<file path="src/rtl/vliw_pkg.sv">
// Shared VLIW front-end constants: bundle geometry, slot indices, NOP filler,
// PC step and the fetch FSM state type.
package vliw_pkg;

  localparam int unsigned BUNDLE_W = 128;
  localparam int unsigned INST_W   = 32;

  localparam int unsigned SLOT_IXU1   = 0;
  localparam int unsigned SLOT_LSU    = 1;
  localparam int unsigned SLOT_IXU2   = 2;
  localparam int unsigned SLOT_BRANCH = 3;

  localparam logic [INST_W-1:0] NOP_INST_C = 32'h0000_0013;
  localparam logic [31:0]       PC_INC     = 32'd16;

  typedef enum logic {RUN, HALT} fetch_state_t;

  function automatic logic [INST_W-1:0] slot_of(input logic [BUNDLE_W-1:0] bundle,
                                                input int unsigned         idx);
    return bundle[idx*INST_W +: INST_W];
  endfunction

endpackage

</file>
<file path="src/rtl/fetch_perf_cnt.sv">
// Saturating bundle/bubble event counters for the fetch stage.
module fetch_perf_cnt (
  input  logic        clk,
  input  logic        rst,
  input  logic        bundle_inc_i,
  input  logic        bubble_inc_i,
  output logic [31:0] perf_bundles_o,
  output logic [31:0] perf_bubbles_o
);

  logic [31:0] bundles_q, bundles_d;
  logic [31:0] bubbles_q, bubbles_d;

  always_comb begin
    bundles_d = bundles_q;
    bubbles_d = bubbles_q;
    if (bundle_inc_i && (bundles_q != '1)) bundles_d = bundles_q + 32'd1;
    if (bubble_inc_i && (bubbles_q != '1)) bubbles_d = bubbles_q + 32'd1;
  end

  always_ff @(posedge clk) begin
    if (rst) begin
      bundles_q <= '0;
      bubbles_q <= '0;
    end else begin
      bundles_q <= bundles_d;
      bubbles_q <= bubbles_d;
    end
  end

  assign perf_bundles_o = bundles_q;
  assign perf_bubbles_o = bubbles_q;

endmodule

</file>
<file path="src/rtl/bundle_fetch.sv">
// VLIW bundle fetch stage: PC register, instruction register and RUN/HALT FSM.
// Optional performance counters are built only when FETCH_PERF_CNT_EN is defined.
module bundle_fetch
  import vliw_pkg::*;
#(
  parameter logic [31:0] RESET_PC = 32'h0000_0000,
  parameter logic [31:0] NOP_INST = NOP_INST_C
) (
  input  logic                clk,
  input  logic                rst,
  input  logic                stall,
  input  logic                branch_taken,
  input  logic [31:0]         branch_target,
  output logic [31:0]         pc_out,
  input  logic [BUNDLE_W-1:0] inst_bundle_in,
  output logic [INST_W-1:0]   ixu1_inst,
  output logic [INST_W-1:0]   lsu_inst,
  output logic [INST_W-1:0]   ixu2_inst,
  output logic [INST_W-1:0]   branch_inst,
  output logic                bundle_valid,
  output logic [31:0]         bundle_pc,
  output logic                branch_squash,
  output logic                fetch_fault,
  output logic [31:0]         perf_bundles,
  output logic [31:0]         perf_bubbles
);

  fetch_state_t        state_q, state_d;
  logic [31:0]         pc_q, pc_d;
  logic [BUNDLE_W-1:0] ir_q, ir_d;
  logic [31:0]         bpc_q, bpc_d;
  logic                valid_q, valid_d;
  logic                squash_q, squash_d;
  logic                fault_q, fault_d;

  always_comb begin
    state_d  = state_q;
    pc_d     = pc_q;
    ir_d     = ir_q;
    bpc_d    = bpc_q;
    valid_d  = valid_q;
    squash_d = 1'b0;
    fault_d  = fault_q;
    unique case (state_q)
      RUN: begin
        // A redirect outranks stall; a misaligned target parks the stage in HALT.
        if (branch_taken) begin
          ir_d    = {4{NOP_INST}};
          valid_d = 1'b0;
          if (branch_target[3:0] == 4'h0) begin
            pc_d     = branch_target;
            squash_d = 1'b1;
          end else begin
            state_d = HALT;
            fault_d = 1'b1;
          end
        end else if (!stall) begin
          ir_d    = inst_bundle_in;
          bpc_d   = pc_q;
          valid_d = 1'b1;
          pc_d    = pc_q + PC_INC;
        end
      end
      HALT: ;
    endcase
  end

  always_ff @(posedge clk) begin
    if (rst) begin
      state_q  <= RUN;
      pc_q     <= RESET_PC;
      ir_q     <= {4{NOP_INST}};
      bpc_q    <= RESET_PC;
      valid_q  <= 1'b0;
      squash_q <= 1'b0;
      fault_q  <= 1'b0;
    end else begin
      state_q  <= state_d;
      pc_q     <= pc_d;
      ir_q     <= ir_d;
      bpc_q    <= bpc_d;
      valid_q  <= valid_d;
      squash_q <= squash_d;
      fault_q  <= fault_d;
    end
  end

  assign pc_out        = pc_q;
  assign bundle_valid  = valid_q;
  assign bundle_pc     = bpc_q;
  assign branch_squash = squash_q;
  assign fetch_fault   = fault_q;

  assign ixu1_inst   = valid_q ? slot_of(ir_q, SLOT_IXU1)   : NOP_INST;
  assign lsu_inst    = valid_q ? slot_of(ir_q, SLOT_LSU)    : NOP_INST;
  assign ixu2_inst   = valid_q ? slot_of(ir_q, SLOT_IXU2)   : NOP_INST;
  assign branch_inst = valid_q ? slot_of(ir_q, SLOT_BRANCH) : NOP_INST;

`ifdef FETCH_PERF_CNT_EN
  logic bundle_inc, bubble_inc;
  assign bundle_inc = (state_q == RUN) && !branch_taken && !stall;
  assign bubble_inc = (state_q == RUN) && (branch_taken || stall);

  fetch_perf_cnt u_perf (
    .clk            (clk),
    .rst            (rst),
    .bundle_inc_i   (bundle_inc),
    .bubble_inc_i   (bubble_inc),
    .perf_bundles_o (perf_bundles),
    .perf_bubbles_o (perf_bubbles)
  );
`else
  assign perf_bundles = '0;
  assign perf_bubbles = '0;
`endif

endmodule
</file>
<file path="config.mk">
export PLATFORM = sky130hd
export DESIGN_NAME = bundle_fetch
export DESIGN_NICKNAME = d
export VERILOG_FILES = /design/src/rtl/vliw_pkg.sv /design/src/rtl/fetch_perf_cnt.sv /design/src/rtl/bundle_fetch.sv
export SDC_FILE = /design/constraint.sdc
export NUM_CORES = 1
export LEC_CHECK = 0
export BUFFER_PORTS_ARGS = -buffer_cell sky130_fd_sc_hd__buf_2
export CORE_AREA = 4 4 163 165
export DETAILED_ROUTE_END_ITERATION = 6
export DIE_AREA = 0 0 167 169
export GPL_ROUTABILITY_DRIVEN = 1
export SETUP_SLACK_MARGIN = 0.4
export SLEW_MARGIN = 20
export SYNTH_ARGS = -nofsm -noshare
export SYNTH_HDL_FRONTEND = slang
export SYNTH_HIERARCHICAL = 1
export SYNTH_SLANG_ARGS = --single-unit
</file>
<file path="constraint.sdc">
create_clock -name clk -period 4.16 [get_ports clk]
set_input_delay 0.208 -clock clk [delete_from_list [all_inputs] [get_ports clk]]
set_output_delay 0.208 -clock clk [all_outputs]
set_load 0.01 [all_outputs]
</file>
* Word level (Yosys, flattened, before mapping)
Index checks and enable logic that the tools add are counted.
** Word-level totals
- Flip-flop bits (word level) :: 196
- Input bits :: 164
- Output and inout bits :: 259
- Word-level logic and storage cells :: 35
** Cells by class
- Add/subtract/negate cells :: 1
- Equal/unequal tests :: 2
- Mux-type cells :: 15
- Bitwise gates (word level) :: 4
- Reductions and logical operators :: 6
** Operators with widths (count)
- 2-to-1 mux 128 bit :: 2
- 2-to-1 mux 32 bit :: 7
- adder 32 x 5 -> 32 bit (second input constant) :: 1
- AND reduction 3 bit :: 3
- 2-to-1 mux 1 bit :: 6
- zero test 4 bit :: 1
- inequality test 2 x 1 -> 1 bit (second input constant) :: 2
- NOT 1 bit :: 4
- OR reduction 3 bit :: 1
- AND reduction 2 bit :: 1

* Longest topological paths before layout
- Word-level depth :: 4
- Depth in mapped cells :: 8
- Mapped depth without buffers :: 6

* Worst setup path before layout
Ideal clock, no wire load.
- Path kind :: register to register
- Start :: register pc_q[4] (netlist: pc_out[4])
- End :: register pc_q[20] (netlist: pc_out[20])
- Setup time :: 0.134 ns
- Arrival :: 1.602 ns
- Data required time :: 4.026 ns
- Path slack :: 2.425 ns
- Stages on the path, launching flop included :: 7
- Path buffers :: 0
- Clock period less this slack :: 1.735 ns
- Cells stage by stage :: dfxtp_1 -> ha_1 -> and3_1 -> nand3_1 -> or4_1 -> o21ai_0 -> a211oi_1
** On the way
- Cells in the longest elaborated chain, start to end :: 3
** RTL lines
- from (decl) :: line bundle_fetch.sv:29 : logic [31:0] pc_q, pc_d;
- from (signal assigned) :: line bundle_fetch.sv:79 : pc_q <= pc_d;
- adder 32 x 5 -> 32 bit :: line bundle_fetch.sv:61 : pc_d = pc_q + PC_INC;
- 2-to-1 mux 32 bit :: line bundle_fetch.sv:57 : end else if (!stall) begin
- 2-to-1 mux 32 bit :: line bundle_fetch.sv:47 : if (branch_taken) begin
Every way passes these cells. The select of a mux whose other input is x is not followed.
A chain may end at the register's enable or synchronous reset.

* Final worst setup path
- Start :: register state_q
- End :: register ir_q[42]
** On the way
- Cells in the longest elaborated chain, start to end :: 2
** RTL lines
- from (decl) :: line bundle_fetch.sv:28 : fetch_state_t state_q, state_d;
- from (signal assigned) :: line bundle_fetch.sv:78 : state_q <= state_d;
- NOT 1 bit (no source line)
- AND reduction 2 bit (no source line)
- to (signal assigned) :: line bundle_fetch.sv:72 : ir_q <= {4{NOP_INST}};
- to (signal assigned) :: line bundle_fetch.sv:80 : ir_q <= ir_d;
- to (decl) :: line bundle_fetch.sv:30 : logic [BUNDLE_W-1:0] ir_q, ir_d;
Every way passes these cells.

==> flow_metrics.tcl <==
set metrics [dict create \
    status "finished, final reports clean" \
    tns_ps 0 \
    synthTopCellsByArea "dfxtp_1 45%, a22oi_1 11%, and2_1 8.5%, nor2_1 6.1%, buf_4 5.8%" \
    crit_chain "inv_1 > nand2_4 > buf_4 > a22oi_1 > nor2_1" \
    start_kind "register" \
    dp_cells 1647 \
    met2_usage 0.326 \
    track_usage 0.196 \
    ys_types 51 \
    drv_slew 0 \
    grt-busiest-layer "met2" \
    required_ps 4520 \
    drc 0 \
    fp.dieArea_mm2 0.0282 \
    clk_pin_slew_ps 80 \
    ir_worst_vdd_mv 0.241 \
    hold_start "inst_bundle_in[124]" \
    final_core_util 0.467 \
    ys_ff_latch 196 \
    tightest_slew_ps 1030 \
    seqCellArea_mm2 0.00393 \
    synthArstFlopShare 0 \
    crit_type "register to register" \
    fin_crit_sh 0.528 \
    postCtsSetupBuffers 0 \
    wl_per_cell_um 16.7 \
    finalPower_mw 4.19 \
    max_stage_delay_ps 750 \
    core_area_mm2 0.0250 \
    start_util 0.347 \
    clock_path_buffers 2 \
    pwr_density_cell_mw_per_mm2 359 \
    hp-class "input port to register" \
    hold_viol 0 \
    syn_inst 1037 \
    yosysTopAreaCellShare 0.452 \
    area_growth_pct 34.5 \
    vias 8736 \
    cts_buffers 17 \
    final_nets 1572 \
    crit_slowest_cell "nand2_4" \
    ios 423 \
    p_leak_nw 5.34 \
    fillers 2499 \
    hpwl_um 19600 \
    wl_um 29300 \
    rows 58 \
    synth-seq-area-share 0.452 \
    crit_path_start "state_q$_SDFF_PP0_" \
    crit_fanout 83 \
    instances_no_fill 1751 \
    path_buf_inv 2 \
    synthesis.area_mm2 0.00869 \
    path_delay_family "simple AND/OR/NAND/NOR gates" \
    synth_area_leader_cell "dfxtp_1" \
    synth_ff_type "dfxtp_1" \
    clk_latency_ps 430 \
    cts_tree "done" \
    ctsRootBufferMaster "clkbuf_16" \
    grt-ovfl-total 0 \
    clock.fmax_ghz 0.455 \
    synth_most_common_cell "dfxtp_1" \
    multi_input_area_mm2 0.00414 \
    port_buffers 358 \
    rsz0062_at_grt "false" \
    grt_pass1_vias 8352 \
    fin_crit_ps 2200 \
    fin_skew_ps 12.5 \
    ctsResizeCount 0 \
    layout-drive-gt1-share 0.289 \
    worstSetupEndpointType "register" \
    ant_nets 0 \
    cts_num_sinks 196 \
    gp_congestion 0.853 \
    vias_per_cell 4.99 \
    synth.avg_cell_area_um2 8.38 \
    drtIter0Drc 637 \
    htree_num_levels 4 \
    die_w_um 167 \
    grt_max_degree 131 \
    slew_headroom 0.314 \
    grtUsageMet3 0.0523 \
    setup_violations 0 \
    antenna_found_initial 2 \
    rr_startpoint "state_q$_SDFF_PP0_" \
    die_h_um 169 \
    synth_warnings 6 \
    grt_pass1_wl_um 45500 \
    maxCapViolations 0 \
    grtUsageMet1 0.246 \
    arrival_ps 2550 \
    first_pass_iters 5 \
    synth_common_cells "196 x dfxtp_1, 141 x nor2_1, 124 x a22oi_1" \
    synth_enable_flop_cells 0 \
]
-- flip-flops by register name, indices dropped and copies added, names as in the netlist --
register,cells
bundle_pc,32
fetch_fault,1
state_q,1
branch_squash,1
pc_out,32
bundle_valid,1
ir_q,128
-- report_power, final --
part / switching (mW) / internal, mW / total [mW]
registers: 0.0662 / 1.94 / 2.01
clock network: 0.825 / 0.862 / 1.69
logic: 0.293 / 0.209 / 0.502
total: 1.18 / 3.01 / 4.19
-- layer usage --
metal  vias up  routed length [um]  part of all wire
met5         -                   7           0.00024
li1       4192                   -                 -
met1      4122               12100              0.41
met4         2                 700             0.024
met3        50                2420             0.082
met2       370               14100              0.48
-- tightest hold or removal path: stages --
cell,delay (ps)
buf_2,80
a22oi_1,50
nor2_1,70
-- stage by stage --
step                setup WS, ps  hold slack [ps]  area [um2]
finish                      1960             20.0       11700
global route                1780             6.69       11700
CTS                         1870            0.203       11700
detailed placement          1530              423       10400
global placement            1580              420       10400
floorplan                   2420              330        8920
-- path summary, 6_finish.rpt --
kind / end / slack (ps) / depth (start not counted)
hold / removal: ir_q[124]$_SDFFE_PP0P_ / 20 / 3
setup / recovery: ir_q[42]$_SDFFE_PP0P_ / 1960 / 5
hold reg to reg: bundle_pc[19]$_SDFFE_PP0P_ / 450 / 2
setup reg to reg: ir_q[42]$_SDFFE_PP0P_ / 1960 / 5
-- logic make-up (layout without fill, tap and decap cells) --
group                      after synthesis  count (layout)  synth area share
buffers and inverters                  152             472             0.101
adders and majority gates                1               1           0.00144
AOI/OAI and AO/OA                      242             242             0.190
DFF                                    196             196             0.452
muxes                                    7               7           0.00807
and+or+nand+nor                        438             438             0.247
other                                    1              65          0.000432
-- final cells by class --
type,instances,area share
Clock inverter,14,0.0139
Timing Repair Buffer,436,0.222
Antenna cell,1,0.000214
Sequential cell,196,0.336
Tap cell,330,0.0353
Clock buffer,18,0.0367
Inverter,4,0.00128
Multi-Input combinational cell,752,0.354
-- timing repair --
action | CTS | global route
hold buffers | 70 | 0
endpoints found under the setup margin | 0 | 0
endpoints found under the hold margin | 70 | 0
-- cell usage in the layout (no fill, tap or decap), drive strengths merged, types with 2 or more instances in the layout --
cell,Yosys,routed
and3,9,9
nand3,15,15
nor3,12,12
dlygate4sd3,0,70
and4,4,4
clkinv,1,6
mux2i,7,7
inv,3,11
a22o,5,5
nand2b,13,13
buf,97,366
nor4,10,10
a22oi,124,124
nand4,7,7
a21o,2,2
dfxtp,196,196
nand2,102,102
nand3b,2,2
a311oi,2,2
o21ai,13,13
a211oi,8,8
a21oi,53,53
nor2,141,141
a31oi,2,2
and2,118,118
o31ai,3,3
clkbuf,49,18
o22ai,22,22
conb,1,64
o41ai,2,2
Power figures use the tool's default switching activity.
